<file path="config.mk">
export PLATFORM = sky130hd
export DESIGN_NAME = fpu_mul_result_queue
export DESIGN_NICKNAME = d
export VERILOG_FILES = /design/src/rtl/fpu_pkg.sv /design/src/rtl/fpu_fifo_ram.sv /design/src/rtl/fpu_mul_result_queue.sv
export SDC_FILE = /design/constraint.sdc
export NUM_CORES = 1
export LEC_CHECK = 0
export BUFFER_PORTS_ARGS = -buffer_cell sky130_fd_sc_hd__buf_2
export CAP_MARGIN = 20
export CORE_MARGIN = 3
export CORE_UTILIZATION = 55
export DETAILED_ROUTE_END_ITERATION = 8
export PLACE_DENSITY = 0.79
export SYNTH_ARGS = -nofsm -noshare
export SYNTH_HDL_FRONTEND = slang
export SYNTH_HIERARCHICAL = 1
export SYNTH_SLANG_ARGS = --single-unit
</file>
<file path="constraint.sdc">
create_clock -name clk -period 5.7 [get_ports clk]
set_input_delay 0.57 -clock clk [delete_from_list [all_inputs] [get_ports clk]]
set_output_delay 0.57 -clock clk [all_outputs]
set_load 0.01 [all_outputs]
</file>
<file path="src/rtl/fpu_pkg.sv">
// Shared definitions for the FPU multiplier result path: status flag layout
// and the queue entry format.
package fpu_pkg;

   localparam int RESULT_W = 32;
   localparam int FLAG_W   = 3;
   localparam int FLAG_EXC = 2;
   localparam int FLAG_OVF = 1;
   localparam int FLAG_UNF = 0;
   localparam int ENTRY_W  = RESULT_W + FLAG_W;

   typedef struct packed {
      logic [RESULT_W-1:0] result;
      logic [FLAG_W-1:0]   flags;
   } fpu_entry_t;

   // Gathers the three multiplier status bits into the shared flag layout.
   function automatic logic [FLAG_W-1:0] pack_flags(input logic exc,
                                                    input logic ovf,
                                                    input logic unf);
      logic [FLAG_W-1:0] f;
      f           = {FLAG_W{1'b0}};
      f[FLAG_EXC] = exc;
      f[FLAG_OVF] = ovf;
      f[FLAG_UNF] = unf;
      return f;
   endfunction

endpackage

</file>
<file path="src/rtl/fpu_fifo_ram.sv">
// Entry storage for the result queue: one synchronous write port and one
// asynchronous read port. Contents are intentionally not reset.
module fpu_fifo_ram
   import fpu_pkg::*;
#(
   parameter int DEPTH  = 4,
   parameter int ADDR_W = $clog2(DEPTH)
) (
   input  logic              clk,
   input  logic              we,
   input  logic [ADDR_W-1:0] waddr,
   input  fpu_entry_t        wdata,
   input  logic [ADDR_W-1:0] raddr,
   output fpu_entry_t        rdata
);

   fpu_entry_t mem_r [DEPTH];

   // Write port: store the pushed entry at the write pointer.
   always_ff @(posedge clk) begin
      if (we) begin
         mem_r[waddr] <= wdata;
      end
   end

   assign rdata = mem_r[raddr];

endmodule

</file>
<file path="src/rtl/fpu_mul_result_queue.sv">
// First-word-fall-through queue for FPU multiplier results, with sticky
// status accumulation and a saturating count of accepted results.
module fpu_mul_result_queue
   import fpu_pkg::*;
#(
   parameter int DEPTH = 4,
   parameter int CNT_W = 16
) (
   input  logic                     clk,
   input  logic                     rst_n,
   input  logic                     in_valid,
   output logic                     in_ready,
   input  logic [31:0]              in_out,
   input  logic                     in_exception,
   input  logic                     in_overflow,
   input  logic                     in_underflow,
   output logic                     out_valid,
   input  logic                     out_ready,
   output logic [31:0]              out_result,
   output logic [2:0]               out_flags,
   output logic [2:0]               sticky_flags,
   input  logic                     flag_clear,
   output logic [$clog2(DEPTH):0]   level,
   output logic [CNT_W-1:0]         result_cnt
);

   localparam int PTR_W = $clog2(DEPTH);
   localparam int LVL_W = PTR_W + 1;
   localparam logic [PTR_W-1:0] PTR_ONE  = PTR_W'(1);
   localparam logic [LVL_W-1:0] LVL_ONE  = LVL_W'(1);
   localparam logic [LVL_W-1:0] LVL_FULL = LVL_W'(DEPTH);
   localparam logic [CNT_W-1:0] CNT_ONE  = CNT_W'(1);
   localparam logic [CNT_W-1:0] CNT_MAX  = {CNT_W{1'b1}};

   logic [PTR_W-1:0]  wr_ptr_r;
   logic [PTR_W-1:0]  rd_ptr_r;
   logic [LVL_W-1:0]  level_r;
   logic [FLAG_W-1:0] sticky_r;
   logic [CNT_W-1:0]  cnt_r;

   logic              push_s;
   logic              pop_s;
   logic [FLAG_W-1:0] in_flags_s;
   logic [LVL_W-1:0]  level_nxt_s;
   logic [FLAG_W-1:0] sticky_nxt_s;
   logic [CNT_W-1:0]  cnt_nxt_s;
   fpu_entry_t        wr_entry_s;
   fpu_entry_t        rd_entry_s;

   // Handshake status comes only from registered occupancy, never from out_ready.
   assign in_ready  = (level_r < LVL_FULL);
   assign out_valid = (level_r != {LVL_W{1'b0}});
   assign push_s    = in_valid && in_ready;
   assign pop_s     = out_valid && out_ready;

   assign in_flags_s        = pack_flags(in_exception, in_overflow, in_underflow);
   assign wr_entry_s.result = in_out;
   assign wr_entry_s.flags  = in_flags_s;

   fpu_fifo_ram #(
      .DEPTH  (DEPTH),
      .ADDR_W (PTR_W)
   ) u_ram (
      .clk   (clk),
      .we    (push_s),
      .waddr (wr_ptr_r),
      .wdata (wr_entry_s),
      .raddr (rd_ptr_r),
      .rdata (rd_entry_s)
   );

   assign out_result   = rd_entry_s.result;
   assign out_flags    = rd_entry_s.flags;
   assign sticky_flags = sticky_r;
   assign level        = level_r;
   assign result_cnt   = cnt_r;

   // Occupancy update; a simultaneous push and pop leaves the level unchanged.
   always_comb begin
      level_nxt_s = level_r;
      case ({push_s, pop_s})
         2'b10:   level_nxt_s = level_r + LVL_ONE;
         2'b01:   level_nxt_s = level_r - LVL_ONE;
         default: level_nxt_s = level_r;
      endcase
   end

   // Sticky flags: a push wins over a same-cycle clear and leaves exactly its flags.
   always_comb begin
      sticky_nxt_s = sticky_r;
      if (push_s) begin
         sticky_nxt_s = (flag_clear ? {FLAG_W{1'b0}} : sticky_r) | in_flags_s;
      end else if (flag_clear) begin
         sticky_nxt_s = {FLAG_W{1'b0}};
      end else begin
         sticky_nxt_s = sticky_r;
      end
   end

   // Accepted-result counter, saturating at all ones.
   always_comb begin
      cnt_nxt_s = cnt_r;
      if (push_s && (cnt_r != CNT_MAX)) begin
         cnt_nxt_s = cnt_r + CNT_ONE;
      end else begin
         cnt_nxt_s = cnt_r;
      end
   end

   // Control state; pointers wrap naturally because DEPTH is a power of two.
   always_ff @(posedge clk or negedge rst_n) begin
      if (!rst_n) begin
         wr_ptr_r <= {PTR_W{1'b0}};
         rd_ptr_r <= {PTR_W{1'b0}};
         level_r  <= {LVL_W{1'b0}};
         sticky_r <= {FLAG_W{1'b0}};
         cnt_r    <= {CNT_W{1'b0}};
      end else begin
         if (push_s) begin
            wr_ptr_r <= wr_ptr_r + PTR_ONE;
         end
         if (pop_s) begin
            rd_ptr_r <= rd_ptr_r + PTR_ONE;
         end
         level_r  <= level_nxt_s;
         sticky_r <= sticky_nxt_s;
         cnt_r    <= cnt_nxt_s;
      end
   end

endmodule

</file>
======== Yosys cells after proc, flatten, opt, wreduce, memory -nomap -nowiden ========
Memory sizes are Yosys's and may differ from the RTL's.
Index checks and enable logic that the tools add are counted.
cells by class
  magnitude comparators ................... 1
  bitwise operators ....................... 1
  reductions and logical operators ........ 5
  multiplexer cells ....................... 5
  equality and inequality tests ........... 3
  add/sub/neg operators ................... 5
operators by type and width
  operator               number
  $add 16x1->16 const B  1
  $ne 16x16->1 const B   1
  $mux 3                 2
  $pmux 3 s2             1
  $add 2x1->2 const B    2
  $add 3x1->3 const B    1
  $logic_and 1x1->1      3
  $lt 3x3->1 const B     1
  $or 3x3->3             1
  $reduce_bool 3->1      1
  $sub 3x1->3 const B    1
  $eq 2x1->1 const B     1
  $eq 2x2->1 const B     1
  $mux 1                 2
  $reduce_bool 2->1      1
storage, ports and cells
  output and inout bits ................... 59
  memories kept ........................... 1
  register bits ........................... 26
  input port bits ......................... 40
  RAM bits ................................ 140
memories
  memory       words  width  read ports  clocked after Yosys merged registers in  write ports  line                RTL
  u_ram.mem_r  4      35     1           0                                        1            fpu_fifo_ram.sv:17  fpu_entry_t mem_r [DEPTH];

======== Depth between registers and ports, before layout ========
  word-level depth ........................ 4
  depth in mapped cells ................... 8

======== Hierarchy ========
The synthesis kept the hierarchy.
modules (own cells, without submodules)
  module                cells each  sequential area each (µm²)  instances  area an instance (µm²)
  fpu_fifo_ram          187         4,204.0                     1          5,133.7
  fpu_mul_result_queue  115         650.6                       1          1,298.7

======== Least setup slack after synthesis ========
OpenSTA, ideal clock, no wires.
  path kind ............................... input to register
  start point ............................. in in_valid
  end point ............................... mem u_ram/mem_r[0][0] in the netlist's numbering (enable)
  data arrival time ....................... 3.568 ns
  cell stages on the path ................. 4
  setup slack ............................. 1.654 ns
  required time ........................... 5.222 ns
  path buffers ............................ 1
  path through ............................ nand2b_1 buf_2 inv_1 nor3b_1
on the way
  word-level cells in the longest chain between the ends .. 3
ends and longest elaborated chain
  item                          line                        RTL
  start, declared               fpu_mul_result_queue.sv:11  input logic in_valid,
  $logic_and 1x1->1             fpu_mul_result_queue.sv:53  assign push_s = in_valid && in_ready;
  net push_s                    fpu_mul_result_queue.sv:41  logic push_s;
  $mux 1                        fpu_fifo_ram.sv:21          if (we) begin
  $mux 1 (not written as such)  fpu_fifo_ram.sv:22          mem_r[waddr] <= wdata;
  end, declared                 fpu_fifo_ram.sv:17
The timed path passes the listed nets, and every way through them passes these cells.

======== Worst setup path after layout ========
  start point ............................. reg rd_ptr_r[0]
  end point ............................... out out_result[0]
on the way
  word-level cells in the longest chain between the ends .. 1
ends and longest elaborated chain
  item                    line                         RTL
  start, declared         fpu_mul_result_queue.sv:36   logic [PTR_W-1:0] rd_ptr_r;
  start signal, assigned  fpu_mul_result_queue.sv:114  rd_ptr_r <= {PTR_W{1'b0}};
  start signal, assigned  fpu_mul_result_queue.sv:123  rd_ptr_r <= rd_ptr_r + PTR_ONE;
  $mem_v2 4x35            --
  end, declared           fpu_mul_result_queue.sv:19   output logic [31:0] out_result,
No other way between the ends.

==> results.json <==
{
  "status": "complete, no violations",
  "wirelength_mm": 11.3,
  "clock_skew_ns": 0.00949,
  "dieArea_um2": 13000,
  "final_common_cell": "edfxtp_1",
  "start_util_pct": 57.8,
  "ff2ff_setup_slack_ns": 3.47,
  "avgViaCountPerCell": 5.66,
  "hold_path.class": "in -> async",
  "timing.final.max_slew_violations": 0,
  "cts_buffers": 17,
  "postCtsHoldBufs": 0,
  "synth_xor_area_share_pct": 2.18,
  "syn_avg_cell_area_um2": 21.3,
  "drc": 0,
  "cts_sinks": 166,
  "syn_nets": 345,
  "layout_worst_path_cycle_share_pct": 49.7,
  "port_buffers": 98,
  "ys_seq_elements": 166,
  "ctsRootBufferMaster": "clkbuf_16",
  "clk_latency_ns": 0.42,
  "rsz0062_at_grt": "no",
  "crit_fanout": 30,
  "ctsLongestPathBuffers": 2,
  "core_um2": 11100,
  "synth-simple-area-share_pct": 5.10,
  "mostFrequentLayoutCells": "edfxtp_1, buf_2, mux4_2, dfrtp_1, clkbuf_16",
  "utilization_pct": 68.1,
  "die_h_um": 114,
  "fin_crit_ns": 2.83,
  "ys_types": 42,
  "syn_area_um2": 6430,
  "worstMarginPinSlew_ns": 0.933,
  "r2r-end": "u_ram/mem_r[1][28]",
  "drt-initial-drc-count": 261,
  "cts_resized": 0,
  "critPathRequiredTime_ns": 5.13,
  "p_per_area_nw_per_um2": 486,
  "hpwlAfterDp_mm": 7.04,
  "track_usage_pct": 19.0,
  "yosysWarningCount": 6,
  "grt_pass1_vias": 3384,
  "rows": 38,
  "maxSlewHeadroom_pct": 37.8,
  "r2r.worst_path.cells": 3,
  "synth_fa_ha_area_share_pct": 0.700,
  "yosysSeqAreaShare_pct": 75.5,
  "finalSetupTns_ns": 0,
  "finalHoldViolCount": 0,
  "grt_overflow": 0,
  "path_clk_slew_ns": 0.06,
  "clock.fmax_ghz": 0.353,
  "async_flop_share_pct": 15.7,
  "crit_type": "reg -> out",
  "ios": 99,
  "nets": 455,
  "antenna_found_initial": 0,
  "arrival_ns": 2.26,
  "synth_compound_area_share_pct": 1.60,
  "ant_nets": 0,
  "synth_edf_count": 140,
  "r2r-start": "level[2]",
  "dr.pass1.iters": 4,
  "grt_pass1_wl_mm": 18.1,
  "worstSetupStartpoint": "rd_ptr_r[0]",
  "nFillCells": 742,
  "setup_viol": 0,
  "ir_drop_v": 0.000315,
  "route.vias.total": 3197,
  "cp-start-kind": "register",
  "maxCapViolCount": 0,
  "cts_tree": "yes",
  "cp-end-kind": "output port",
  "synth.mux.area_fraction_pct": 12.9,
  "drive_above_1_share_pct": 40.8,
  "post_drt_wl_per_cell_um": 20.0,
  "post-cts-setup-buffer-count": 0,
  "grt_max_degree": 37,
  "synth_top_family_by_area": "multiplexers",
  "synth_flop_cell": "edfxtp_1",
  "gp_congestion": 0.933,
  "htree_levels": 4,
  "synthCells": 302,
  "die_w_um": 114,
  "leakage_nw": 2.80,
  "area_growth_pct": 17.8
}
critical path: stages (launching register included):
cell	delay [ns]
dfrtp_2	0.50
buf_4	0.54
mux4_1	0.63
buf_2	0.16
through the flow:
stage               instances  hold WS, ns  setup WS, ns  power (mW)  instance area (µm²)
floorplan                 302        0.274          1.65        2.37                 6430
global placement          533        0.494          3.25        2.65                 7030
detailed placement        533        0.506          3.23        2.68                 7030
CTS                       564        0.153          2.78        3.74                 7570
global route              564        0.182          2.68        3.88                 7570
finish                    565        0.154          2.87        3.68                 7580
area by class of cell:
class                      instances  area (µm²)  share of cell area [%]
antenna                            1        2.50                  0.0330
clock buffer                      19         433                    5.71
clock inverter                    12         113                    1.49
multi-input combinational        118        1460                    19.2
sequential                       166        4860                    64.1
inverter                           9        33.8                   0.446
timing repair buffer             100         505                    6.67
tap                              140         175                    2.31
flip-flops by register name (all words and copies together), names as in the netlist:
register / flops
u_ram/mem_r: 140
result_cnt: 16
level: 3
sticky_flags: 3
rd_ptr_r: 2
wr_ptr_r: 2
cells in the mapped netlist (all sizes together) (4+ instances only):
| cell type | n | area (µm²) |
|---|---|---|
| a21oi | 4 | 20.0 |
| buf | 8 | 91.3 |
| dfrtp | 26 | 651 |
| edfxtp | 140 | 4200 |
| inv | 9 | 33.8 |
| mux4 | 35 | 807 |
| nand2 | 10 | 37.5 |
| nand3 | 5 | 25.0 |
| nand4 | 4 | 55.1 |
| nor2 | 5 | 18.8 |
| nor3 | 7 | 51.3 |
| nor4 | 4 | 43.8 |
| xnor2 | 7 | 61.3 |
| xor2 | 9 | 78.8 |
per-layer routing:
layer,global-route usage [%],share of wire (%),up-vias
li1,-,-,1456
met1,23.9,40,1611
met2,31.5,52,118
met3,5.81,6.6,12
met4,6.65,1.4,0
met5,0,0,-
power by group:
group | internal, mW | switching, mW | total [mW] | leakage (nW)
logic | 0.470 | 0.476 | 0.946 | 0.934
registers | 1.53 | 0.157 | 1.69 | 1.59
clock network | 0.633 | 0.417 | 1.05 | 0.269
cells by family after synthesis:
| family | Yosys count |
|---|---|
| mux | 37 |
| buf+inv | 18 |
| flops | 166 |
| fa+ha+maj | 3 |
| compound gates | 15 |
| simple gates | 47 |
| xor+xnor | 16 |
worst max-delay path by stage:
stage / depth (start not counted) / to
2_1_floorplan: 4 / u_ram/mem_r[0][0]
3_3_place_gp: 3 / out_result[0]
3_5_place_dp: 3 / out_result[0]
4_1_cts: 3 / out_result[0]
5_1_grt: 3 / out_flags[1]
6_report: 3 / out_result[0]
No activity file was read; power rests on OpenSTA's default activity.
